===== config.mk =====
export PLATFORM = sky130hd
export DESIGN_NAME = dll_fetch_flat
export DESIGN_NICKNAME = d
export VERILOG_FILES = /design/src/rtl/atari7800_dma_pkg.sv /design/src/rtl/dll_fetch_if.sv /design/src/rtl/dll_fetch_byte_reader.sv /design/src/rtl/dll_fetch.sv /design/src/flat_wrapper.sv
export SDC_FILE = /design/constraint.sdc
export NUM_CORES = 1
export LEC_CHECK = 0
export ABC_AREA = 1
export CORE_MARGIN = 2
export CORE_UTILIZATION = 57
export CTS_BUF_LIST = sky130_fd_sc_hd__clkbuf_8
export DETAILED_ROUTE_END_ITERATION = 8
export PLACE_DENSITY = 0.88
export SKIP_CTS_REPAIR_TIMING = 1
export SYNTH_ARGS = -nofsm -noshare
export SYNTH_HDL_FRONTEND = slang
export SYNTH_HIERARCHICAL = 1
export SYNTH_SLANG_ARGS = --single-unit

===== constraint.sdc =====
create_clock -name sysclock -period 2.7 [get_ports sysclock]
set_input_delay 0.81 -clock sysclock [delete_from_list [all_inputs] [get_ports sysclock]]
set_output_delay 0.81 -clock sysclock [all_outputs]
set_load 0.03 [all_outputs]

===== src/rtl/atari7800_dma_pkg.sv =====
// Shared types for the MARIA DMA initiators.
//   dma_state_e : DMA sequencer states.
//   dll_entry_t : decoded 3-byte display-list-list entry.
//   dll_decode  : bytes {b0, b1, b2} -> dll_entry_t.
package atari7800_dma_pkg;

  typedef enum logic [1:0] {
    IDLE      = 2'd0,
    HALT_WAIT = 2'd1,
    FETCH     = 2'd2,
    PRESENT   = 2'd3
  } dma_state_e;

  typedef struct packed {
    logic        dli;
    logic        h16;
    logic        h8;
    logic [3:0]  offset;
    logic [15:0] dl_addr;
  } dll_entry_t;

  localparam int DLL_DLI_BIT = 7;
  localparam int DLL_H16_BIT = 6;
  localparam int DLL_H8_BIT  = 5;

  // b0 = flags/offset, b1 = DLH, b2 = DLL. b0[4] carries no meaning.
  function automatic dll_entry_t dll_decode(input logic [7:0] b0, input logic [7:0] b1,
                                            input logic [7:0] b2);
    dll_entry_t e;
    e.dli     = b0[DLL_DLI_BIT];
    e.h16     = b0[DLL_H16_BIT];
    e.h8      = b0[DLL_H8_BIT];
    e.offset  = b0[3:0];
    e.dl_addr = {b1, b2};
    return e;
  endfunction

endpackage


===== src/rtl/dll_fetch_if.sv =====
// Bus + entry handshake bundle for dll_fetch.
//   master : the fetcher (drives AB/drive_AB/halt_req and the entry_* outputs)
//   slave  : system side (CPU halt logic, memory, display-list engine)
interface dll_fetch_if;
  logic [15:0] AB;
  logic        drive_AB;
  logic        halt_req;
  logic        halt_ack;
  logic [7:0]  DB_in;
  logic        entry_valid;
  logic        next_entry;
  logic        entry_dli;
  logic        entry_h16;
  logic        entry_h8;
  logic [3:0]  entry_offset;
  logic [15:0] entry_dl_addr;

  modport master (
    output AB, drive_AB, halt_req, entry_valid, entry_dli, entry_h16, entry_h8,
           entry_offset, entry_dl_addr,
    input  halt_ack, DB_in, next_entry
  );

  modport slave (
    input  AB, drive_AB, halt_req, entry_valid, entry_dli, entry_h16, entry_h8,
           entry_offset, entry_dl_addr,
    output halt_ack, DB_in, next_entry
  );
endinterface


===== src/rtl/dll_fetch_byte_reader.sv =====
// dma_byte_reader: holds one byte read for READ_LATENCY granted cycles and
// pulses byte_done on the edge that samples the data.
//   clk, rst_n : clock, async active-low reset
//   en         : owner is in its fetch state (address is being held)
//   restart    : abandon the current byte (counter back to 0)
//   halt_ack   : bus granted; losing it restarts the current byte
//   rd_data    : memory data bus
//   byte_done  : byte_data is valid on this edge
//   byte_data  : byte being read
module dma_byte_reader #(
  parameter int READ_LATENCY = 1
) (
  input  logic       clk,
  input  logic       rst_n,
  input  logic       en,
  input  logic       restart,
  input  logic       halt_ack,
  input  logic [7:0] rd_data,
  output logic       byte_done,
  output logic [7:0] byte_data
);
  localparam logic [1:0] LAST_CNT = 2'(READ_LATENCY - 1);

  logic [1:0] cnt_q, cnt_d;

  always_comb begin
    byte_done = en && halt_ack && (cnt_q == LAST_CNT);
    byte_data = rd_data;
    cnt_d     = cnt_q + 2'd1;
    // A lost grant restarts the whole byte, not just pauses it.
    if (restart || !en || !halt_ack || byte_done) cnt_d = 2'd0;
  end

  always_ff @(posedge clk or negedge rst_n) begin
    if (!rst_n) cnt_q <= 2'd0;
    else        cnt_q <= cnt_d;
  end
endmodule


===== src/rtl/dll_fetch.sv =====
// dll_fetch: MARIA display-list-list DMA reader. After start (with zp
// programmed) it halts the CPU, reads 3-byte DLL entries from ZP onward and
// presents each decoded entry with an entry_valid/next_entry handshake.
//   sysclock, reset_b : clock, async active-low reset
//   start             : frame-start pulse; reloads pointer from zp
//   zp, zp_written    : DLL base; start ignored until zp_written
//   busy              : sequencer not idle
//   bus               : dll_fetch_if.master (AB/DB/halt + entry handshake)
// Optional: DLL_PREFETCH_EN adds a one-entry shadow so the next entry is
// fetched while the current one is presented.
module dll_fetch
  import atari7800_dma_pkg::*;
#(
  parameter int READ_LATENCY = 1,
  parameter int ENTRY_BYTES  = 3
) (
  input  logic        sysclock,
  input  logic        reset_b,
  input  logic        start,
  input  logic [15:0] zp,
  input  logic        zp_written,
  output logic        busy,
  dll_fetch_if.master bus
);
  localparam logic [1:0] LAST_IDX = 2'(ENTRY_BYTES - 1);

  dma_state_e state_q, state_d;
  logic [15:0] ptr_q, ptr_d;
  logic [1:0]  idx_q, idx_d;
  logic [7:0]  b0_q, b0_d, b1_q, b1_d;
  dll_entry_t  ent_q, ent_d, fetched;
  logic        ev_q, ev_d;
  logic        start_ok, take, byte_done;
  logic [7:0]  rd_byte;
`ifdef DLL_PREFETCH_EN
  dll_entry_t  sh_q, sh_d;
  logic        sh_full_q, sh_full_d;
`endif

  assign start_ok = start && zp_written;
  assign take     = bus.next_entry && ev_q;
  assign fetched  = dll_decode(b0_q, b1_q, rd_byte);

  dma_byte_reader #(.READ_LATENCY(READ_LATENCY)) u_rd (
    .clk       (sysclock),
    .rst_n     (reset_b),
    .en        (state_q == FETCH),
    .restart   (start_ok),
    .halt_ack  (bus.halt_ack),
    .rd_data   (bus.DB_in),
    .byte_done (byte_done),
    .byte_data (rd_byte)
  );

  always_ff @(posedge sysclock or negedge reset_b) begin
    if (!reset_b) state_q <= IDLE;
    else          state_q <= state_d;
  end

  // Next state and datapath. start has priority over everything else.
  always_comb begin
    state_d = state_q;
    ptr_d   = ptr_q;
    idx_d   = idx_q;
    b0_d    = b0_q;
    b1_d    = b1_q;
    ent_d   = ent_q;
    ev_d    = ev_q;
`ifdef DLL_PREFETCH_EN
    sh_d      = sh_q;
    sh_full_d = sh_full_q;
`endif
    if (start_ok) begin
      state_d = HALT_WAIT;
      ptr_d   = zp;
      idx_d   = 2'd0;
      ev_d    = 1'b0;
`ifdef DLL_PREFETCH_EN
      sh_full_d = 1'b0;
`endif
    end else begin
      unique case (state_q)
        IDLE: ;
        HALT_WAIT: begin
`ifdef DLL_PREFETCH_EN
          if (take) ev_d = 1'b0;
`endif
          if (bus.halt_ack) begin
            state_d = FETCH;
            idx_d   = 2'd0;
          end
        end
        FETCH: begin
`ifdef DLL_PREFETCH_EN
          if (take) ev_d = 1'b0;
`endif
          if (byte_done) begin
            ptr_d = ptr_q + 16'd1;
            idx_d = idx_q + 2'd1;
            if (idx_q == 2'd0) b0_d = rd_byte;
            if (idx_q == 2'd1) b1_d = rd_byte;
            if (idx_q == LAST_IDX) begin
              idx_d = 2'd0;
`ifdef DLL_PREFETCH_EN
              // Outputs still held by the consumer: park the entry in the shadow.
              if (ev_q && !take) begin
                sh_d      = fetched;
                sh_full_d = 1'b1;
                state_d   = PRESENT;
              end else begin
                ent_d   = fetched;
                ev_d    = 1'b1;
                state_d = HALT_WAIT;
              end
`else
              ent_d   = fetched;
              ev_d    = 1'b1;
              state_d = PRESENT;
`endif
            end
          end
        end
        PRESENT: begin
`ifdef DLL_PREFETCH_EN
          if (take && sh_full_q) begin
            ent_d     = sh_q;
            sh_full_d = 1'b0;
            state_d   = HALT_WAIT;
          end
`else
          if (take) begin
            ev_d    = 1'b0;
            state_d = HALT_WAIT;
          end
`endif
        end
        default: state_d = IDLE;
      endcase
    end
  end

  // Outputs decode from registered state, so reset releases the bus at once.
  always_comb begin
    bus.halt_req      = (state_q == HALT_WAIT) || (state_q == FETCH);
    bus.drive_AB      = (state_q == FETCH) && bus.halt_ack;
    bus.AB            = (state_q == FETCH) ? ptr_q : 16'h0000;
    bus.entry_valid   = ev_q;
    bus.entry_dli     = ent_q.dli;
    bus.entry_h16     = ent_q.h16;
    bus.entry_h8      = ent_q.h8;
    bus.entry_offset  = ent_q.offset;
    bus.entry_dl_addr = ent_q.dl_addr;
    busy              = (state_q != IDLE);
  end

  always_ff @(posedge sysclock or negedge reset_b) begin
    if (!reset_b) begin
      ptr_q <= 16'h0000;
      idx_q <= 2'd0;
      b0_q  <= 8'h00;
      b1_q  <= 8'h00;
      ent_q <= '0;
      ev_q  <= 1'b0;
`ifdef DLL_PREFETCH_EN
      sh_q      <= '0;
      sh_full_q <= 1'b0;
`endif
    end else begin
      ptr_q <= ptr_d;
      idx_q <= idx_d;
      b0_q  <= b0_d;
      b1_q  <= b1_d;
      ent_q <= ent_d;
      ev_q  <= ev_d;
`ifdef DLL_PREFETCH_EN
      sh_q      <= sh_d;
      sh_full_q <= sh_full_d;
`endif
    end
  end
endmodule


===== src/flat_wrapper.sv =====
// flat-port wrapper written by rule: the top's interface ports become plain ports
module dll_fetch_flat import atari7800_dma_pkg::*;
#(
  parameter int READ_LATENCY = 1,
  parameter int ENTRY_BYTES  = 3
)
  (sysclock, reset_b, start, zp, zp_written, busy, bus_AB, bus_drive_AB, bus_halt_req, bus_entry_valid, bus_entry_dli, bus_entry_h16, bus_entry_h8, bus_entry_offset, bus_entry_dl_addr, bus_halt_ack, bus_DB_in, bus_next_entry);
  dll_fetch_if bus_i ();
  input  logic sysclock;
  input  logic reset_b;
  input  logic start;
  input  logic [15:0] zp;
  input  logic zp_written;
  output logic busy;
  output wire logic [$bits(bus_i.AB)-1:0] bus_AB;
  output wire logic [$bits(bus_i.drive_AB)-1:0] bus_drive_AB;
  output wire logic [$bits(bus_i.halt_req)-1:0] bus_halt_req;
  output wire logic [$bits(bus_i.entry_valid)-1:0] bus_entry_valid;
  output wire logic [$bits(bus_i.entry_dli)-1:0] bus_entry_dli;
  output wire logic [$bits(bus_i.entry_h16)-1:0] bus_entry_h16;
  output wire logic [$bits(bus_i.entry_h8)-1:0] bus_entry_h8;
  output wire logic [$bits(bus_i.entry_offset)-1:0] bus_entry_offset;
  output wire logic [$bits(bus_i.entry_dl_addr)-1:0] bus_entry_dl_addr;
  input wire logic [$bits(bus_i.halt_ack)-1:0] bus_halt_ack;
  input wire logic [$bits(bus_i.DB_in)-1:0] bus_DB_in;
  input wire logic [$bits(bus_i.next_entry)-1:0] bus_next_entry;
  assign bus_AB = bus_i.AB;
  assign bus_drive_AB = bus_i.drive_AB;
  assign bus_halt_req = bus_i.halt_req;
  assign bus_entry_valid = bus_i.entry_valid;
  assign bus_entry_dli = bus_i.entry_dli;
  assign bus_entry_h16 = bus_i.entry_h16;
  assign bus_entry_h8 = bus_i.entry_h8;
  assign bus_entry_offset = bus_i.entry_offset;
  assign bus_entry_dl_addr = bus_i.entry_dl_addr;
  assign bus_i.halt_ack = bus_halt_ack;
  assign bus_i.DB_in = bus_DB_in;
  assign bus_i.next_entry = bus_next_entry;
  dll_fetch #(.READ_LATENCY(READ_LATENCY), .ENTRY_BYTES(ENTRY_BYTES)) u_core (.sysclock(sysclock), .reset_b(reset_b), .start(start), .zp(zp), .zp_written(zp_written), .busy(busy), .bus(bus_i));
endmodule

; ---- Word level (Yosys, flattened, before mapping)
; Cells that the tools add are included.
[totals]
ff_bits = 62
input_bits = 30
out_inout_bits = 43
word_cells = 71
[op_classes]
add_sub_neg = 3
eq_ne = 9
muxes = 21
bitwise = 1
n_reduce_logical = 25
[op_table]
columns = op, n
row1 = $mux W16, 4
row2 = $mux W2, 10
row3 = $add A16 B1 Y16 const B, 1
row4 = $reduce_and A4 Y1, 4
row5 = $eq A2 B2 Y1 const B, 3
row6 = $ne A3 B1 Y1 const B, 2
row7 = $pmux W2 S3, 1
row8 = $reduce_bool A2 Y1, 3
row9 = $reduce_bool A3 Y1, 2
row10 = $reduce_and A5 Y1, 1
row11 = $add A2 B1 Y2 const B, 2
row12 = $eq A2 B1 Y1 const B, 2
row13 = $logic_and A1 B1 Y1, 4
row14 = $logic_not A2 Y1, 2
row15 = $logic_or A1 B1 Y1, 4
row16 = $mux W1, 4
row17 = $pmux W2 S2, 1
row18 = $reduce_bool A4 Y1, 1
row19 = $ne A3 B2 Y1 const B, 1
row20 = $ne A3 B3 Y1 const B, 1
row21 = $reduce_and A3 Y1, 1
row22 = $logic_not A1 Y1, 2
row23 = $pmux W1 S2, 1
row24 = $reduce_and A2 Y1, 1
row25 = $not A1 Y1, 1

; ---- Logic depth before layout (Yosys ltp)
; Gate-level depths: netlist of the first run.
[logic_depth]
ltp_word = 6
ltp_mapped = 12
mapped_depth_nobuf = 12

; ---- Hierarchy
; Netlist of the first run, hierarchy kept.
[modules_own_cells]
columns = mod, instances, cells_each, area_each_um2, seq_area_each_um2
row1 = dll_fetch, 1, 396, 3179.3, 1476.4
row2 = dma_byte_reader, 1, 22, 166.4, 50.0

; ---- Worst setup path after synthesis of the first run
; OpenSTA, ideal clock, no wires.
[synth_path]
path_type = reg2out
start = register u_core.state_q[0]
end = output bus_AB[10]
t_arrival_ps = 1392
required_ps = 1890
setup_slack_ps = 498
stages_incl_launch_ff = 7
n_path_buf = 2
cell_sequence = dfrtp_1 inv_1 ha_1 buf_2 buf_1 nand2_1 inv_1
[synth_via]
elab_chain_len = 2
[synth_lines]
columns = item, line_no
row1 = "start, declared", dll_fetch.sv:27  ; dma_state_e state_q, state_d;
row2 = "start signal, assigned", dll_fetch.sv:57  ; else state_q <= state_d;
row3 = $eq A2 B2 Y1, dll_fetch.sv:146  ; bus.AB = (state_q == FETCH) ? ptr_q : 16'h0000;
row4 = $mux W16, dll_fetch.sv:146
row5 = "end, declared", flat_wrapper.sv:15  ; output wire logic [$bits(bus_i.AB)-1:0] bus_AB;
; No other way between the ends.

; ---- Final worst setup path of the first run
[layout_path]
start = register u_core.state_q[0]
end = output bus_halt_req
[layout_via]
elab_chain_len = 2
elab_cells_between_ends = 3
classes_between = 2 x eq/ne / 1 x reduce/logical
[layout_lines]
columns = item, line_no
row1 = $eq A2 B1 Y1 / $eq A2 B2 Y1 (equally long branches), dll_fetch.sv:144  ; bus.halt_req = (state_q == HALT_WAIT) || (state_q == FETCH);
row2 = $logic_or A1 B1 Y1 *, dll_fetch.sv:144
row3 = "end, declared", flat_wrapper.sv:17  ; output wire logic [$bits(bus_i.halt_req)-1:0] bus_halt_req;
; Mark *: on every way between the ends. The rest lies on a longest branch, timed or not.

==> impl_metrics.py, run 1 <==
metrics = {
    "clock_tree": {
        "cts_root_buf": "clkbuf_8",
        "cts_tree": "yes",
        "cts_buffers": 9,
        "cts.sinks": 61,
        "clk_latency_ns": 0.33,
        "cts.htree.levels": 3,
        "clk_pin_slew_ns": 0.07,
        "cts_buffer_depth": 2,
    },
    "synth": {
        "avgSynthCellArea_sq_um": 8.00,
        "syn-cell-area_sq_mm": 0.00335,
        "ys_types": 29,
        "ys_ff_latch": 61,
        "synth_top_area_share_pct": 45.6,
        "syn_nets": 455,
        "ys_warn_count": 6,
        "seq_area_frac_synth_pct": 45.6,
        "syn_inst": 418,
        "synth_area_leaders": "dfrtp_1, nand2_1, inv_1",
        "yosys.area.top_type": "dfrtp_1",
    },
    "pwr": {
        "p_int_mw": 2.75,
        "power.density_mw_per_mm2": 1100,
        "p_sw_share_pct": 42.2,
        "p_comb_share_pct": 47.4,
        "irDropWorstVdd_v": 0.000660,
        "total_power_mw": 4.75,
        "p_clk_share_pct": 18.5,
        "power_frac_seq_pct": 34.1,
        "leakage_nw": 2.30,
        "switching_power_mw": 2.01,
    },
    "final_layout": {
        "nets": 525,
        "n_antenna_cell": 0,
        "utilization_pct": 77.3,
        "regArea_sq_mm": 0.00153,
        "syn_to_final_growth_pct": 28.8,
        "multi_input_area_sq_mm": 0.00141,
        "design_area_sq_mm": 0.00431,
        "fin_cells": 564,
        "drive_gt1_share_pct": 16.1,
        "final.fill_count": 404,
    },
    "global_routing": {
        "grt_pass1_wl_um": 12600,
        "grt_pass1_vias": 2817,
        "grt_start_max_net_pins": 47,
        "grt_overflow": 0,
        "antenna_found_initial": 0,
        "grt_use_total_pct": 25.7,
    },
    "critical_path": {
        "crit_path_cell_trace": "inv_1 -> ha_1 -> clkdlybuf4s50_1",
        "endpoint_kind": "primary output",
        "crit_buf_inv": 2,
        "cpMaxStageDelayCell": "clkdlybuf4s50_1",
        "slowest_delay_ns": 0.66,
        "critical_path.top_delay_family": "buffers and inverters",
        "path_class": "flop to primary output",
        "required_ns": 1.89,
        "start_kind": "flop",
        "critPathArrivalTime_ns": 1.86,
        "worstPathMaxFanout": 4,
    },
    "placed_design": {
        "port_buffers": 72,
        "dp.cells": 549,
        "routabilityCongestion": 0.919,
        "dpl.hpwl_um": 5500,
        "placedInstanceArea_sq_mm": 0.00408,
    },
    "floorplan": {
        "die_h_um": 80.6,
        "die_area_sq_mm": 0.00650,
        "die_x_um": 80.6,
        "coreArea_sq_mm": 0.00557,
        "floorplan.initialDensity_pct": 60.0,
        "rows": 27,
        "io-pin-count": 73,
    },
    "sta": {
        "finalHoldViolCount": 0,
        "worst_pin_slew_ns": 0.632,
        "slew_headroom_pct": 57.9,
        "fin_crit_sh_pct": 98.9,
        "skew_ns": 0.00662,
        "min_period_ns": 2.67,
        "drv_slew": 0,
        "max_freq_ghz": 0.375,
        "finalSetupViolations": 0,
        "setup_tns_ns": 0,
    },
    "detailed_routing": {
        "drc": 0,
        "drt_pass1_iterations": 4,
        "antenna_left": 0,
        "routed_via_density": 5.12,
        "vias": 2887,
        "avgRoutedWirePerCell_um": 13.6,
        "first_iter_violations": 168,
        "routed_wl_um": 7660,
    },
    "outcome": {
        "outcome": "finished clean",
    },
    "job": {
        "maxCapViolCount": 0,
    },
    "min_path": {
        "min_path_type": "flop to flop",
    },
}
==> power by group through the flow <==
stage | clock network (mW) | logic, mW | registers, mW
after global routing | 0.931 | 2.45 | 1.67
after global placement | 0 | 2.16 | 1.61
after CTS | 0.899 | 2.26 | 1.62
after floorplan | 0 | 1.23 | 1.80
final | 0.877 | 2.25 | 1.62
after detailed placement | 0 | 2.25 | 1.63
==> metal layers <==
metal,up-vias,share of wire (%),routed length (um),GRT usage (%)
li1,1428,-,-,-
met3,15,6.5,497,4.83
met4,0,2.0,155,13.1
met1,1338,40,3030,29.6
met2,106,52,3980,45.2
met5,-,0,0,0
==> placed cells by master, fill, tap and decap left out, types with 3 or more instances in the layout <==
| master | instances |
|---|---|
| a21oi_1 | 7 |
| inv_1 | 70 |
| o21ai_2 | 18 |
| clkbuf_8 | 10 |
| dlymetal6s2s_1 | 5 |
| nand2_2 | 3 |
| o21ai_0 | 18 |
| nand3_1 | 24 |
| ha_1 | 6 |
| o21ai_1 | 3 |
| mux2_2 | 15 |
| nand4_1 | 3 |
| buf_12 | 4 |
| dfrtp_1 | 61 |
| buf_4 | 15 |
| nand2_1 | 109 |
| clkdlybuf4s50_1 | 54 |
| nor2_1 | 45 |
==> sequential cells by signal, indices dropped and copies added, names as in the netlist <==
signal	count
u_core/ptr_q	16
u_core/bus.entry_offset	4
u_core/b1_q	8
u_core/state_q	2
u_core/bus.entry_h16	1
u_core/bus.entry_dl_addr	16
u_core/bus.entry_dli	1
u_core/b0_q	7
u_core/bus.entry_valid	1
u_core/bus.entry_h8	1
u_core/u_rd/cnt_q	2
u_core/idx_q	2
==> synthesized netlist by cell type <==
| cell | number |
|---|---|
| nand2_1 | 109 |
| a21boi_0 | 1 |
| mux2_2 | 15 |
| nand4_1 | 3 |
| nor2_4 | 2 |
| o21bai_1 | 2 |
| nor2_1 | 45 |
| o22ai_1 | 1 |
| buf_6 | 4 |
| nand3_1 | 24 |
| buf_4 | 8 |
| buf_1 | 1 |
| o21ai_0 | 18 |
| nand2_2 | 3 |
| a21oi_1 | 7 |
| buf_2 | 6 |
| or2_2 | 2 |
| inv_1 | 69 |
| dfrtp_1 | 61 |
| o21ai_2 | 18 |
| nor4_4 | 1 |
| ha_1 | 7 |
| o21a_1 | 1 |
| nor2_2 | 1 |
| a22oi_1 | 2 |
| inv_2 | 2 |
| o21ai_1 | 3 |
| clkbuf_1 | 1 |
| a31oi_1 | 1 |
==> through the flow <==
step / setup WS, ns / hold slack, ns
after floorplan: 0.498 / 0.402
after global placement: 0.230 / 0.411
after detailed placement: 0.155 / 0.419
after CTS: -0.182 / 0.440
after global routing: -0.0268 / 0.462
final: 0.0307 / 0.437
==> worst reg2reg max path: stages (launching register included) <==
cell and delay (ns):
dfrtp_1 0.44, inv_1 0.17, ha_2 0.28, buf_4 0.21, nand3_1 0.18, nor2_4 0.27
mux2_2 0.38
==> kinds of logic (layout without fill, tap and decap cells) <==
group           Yosys count  in the layout  share of synthesized area, %
simple gates            190            190                          23.9
flops                    61             61                          45.6
fa+ha+maj                 7              7                          2.62
mux                      15             15                          5.05
compound gates           54             54                          10.6
buf+inv                  91            165                          12.2
==> worst paths after layout <==
path | startpoint | to | slack (ns) | cells past startpoint
max in group asynchronous | reset_b | u_core/bus.entry_dl_addr[4] | 1.59 | 2
min reg2reg | u_core/u_rd/cnt_q[0] | u_core/u_rd/cnt_q[0] | 0.44 | 1
min in group asynchronous | reset_b | u_core/ptr_q[2] | 0.49 | 1
max | u_core/state_q[0] | bus_halt_req | 0.03 | 3
min | u_core/u_rd/cnt_q[0] | u_core/u_rd/cnt_q[0] | 0.44 | 1
max reg2reg | u_core/state_q[0] | u_core/b0_q[0] | 0.65 | 6
==> area by class of cell <==
cell class              instances  area share [%]
repair buffers                 79            18.6
well taps                      72            2.09
clock inverters                 5            1.77
multi-input cells             266            32.8
inverters                      71            6.18
clock buffers                  10            3.19
flip-flops and latches         61            35.4
Power figures use the tool's default switching activity.
==> run 2: changes to the inputs <==
--- a/config.mk
+++ b/config.mk
@@ -12,6 +12,7 @@
 export DETAILED_ROUTE_END_ITERATION = 8
 export PLACE_DENSITY = 0.88
 export SKIP_CTS_REPAIR_TIMING = 1
+export SKIP_LAST_GASP = 1
 export SYNTH_ARGS = -nofsm -noshare
 export SYNTH_HDL_FRONTEND = slang
 export SYNTH_HIERARCHICAL = 1
==> results of run 2 <==
The final DEF is identical to that of run 1; final timing and power are the same.
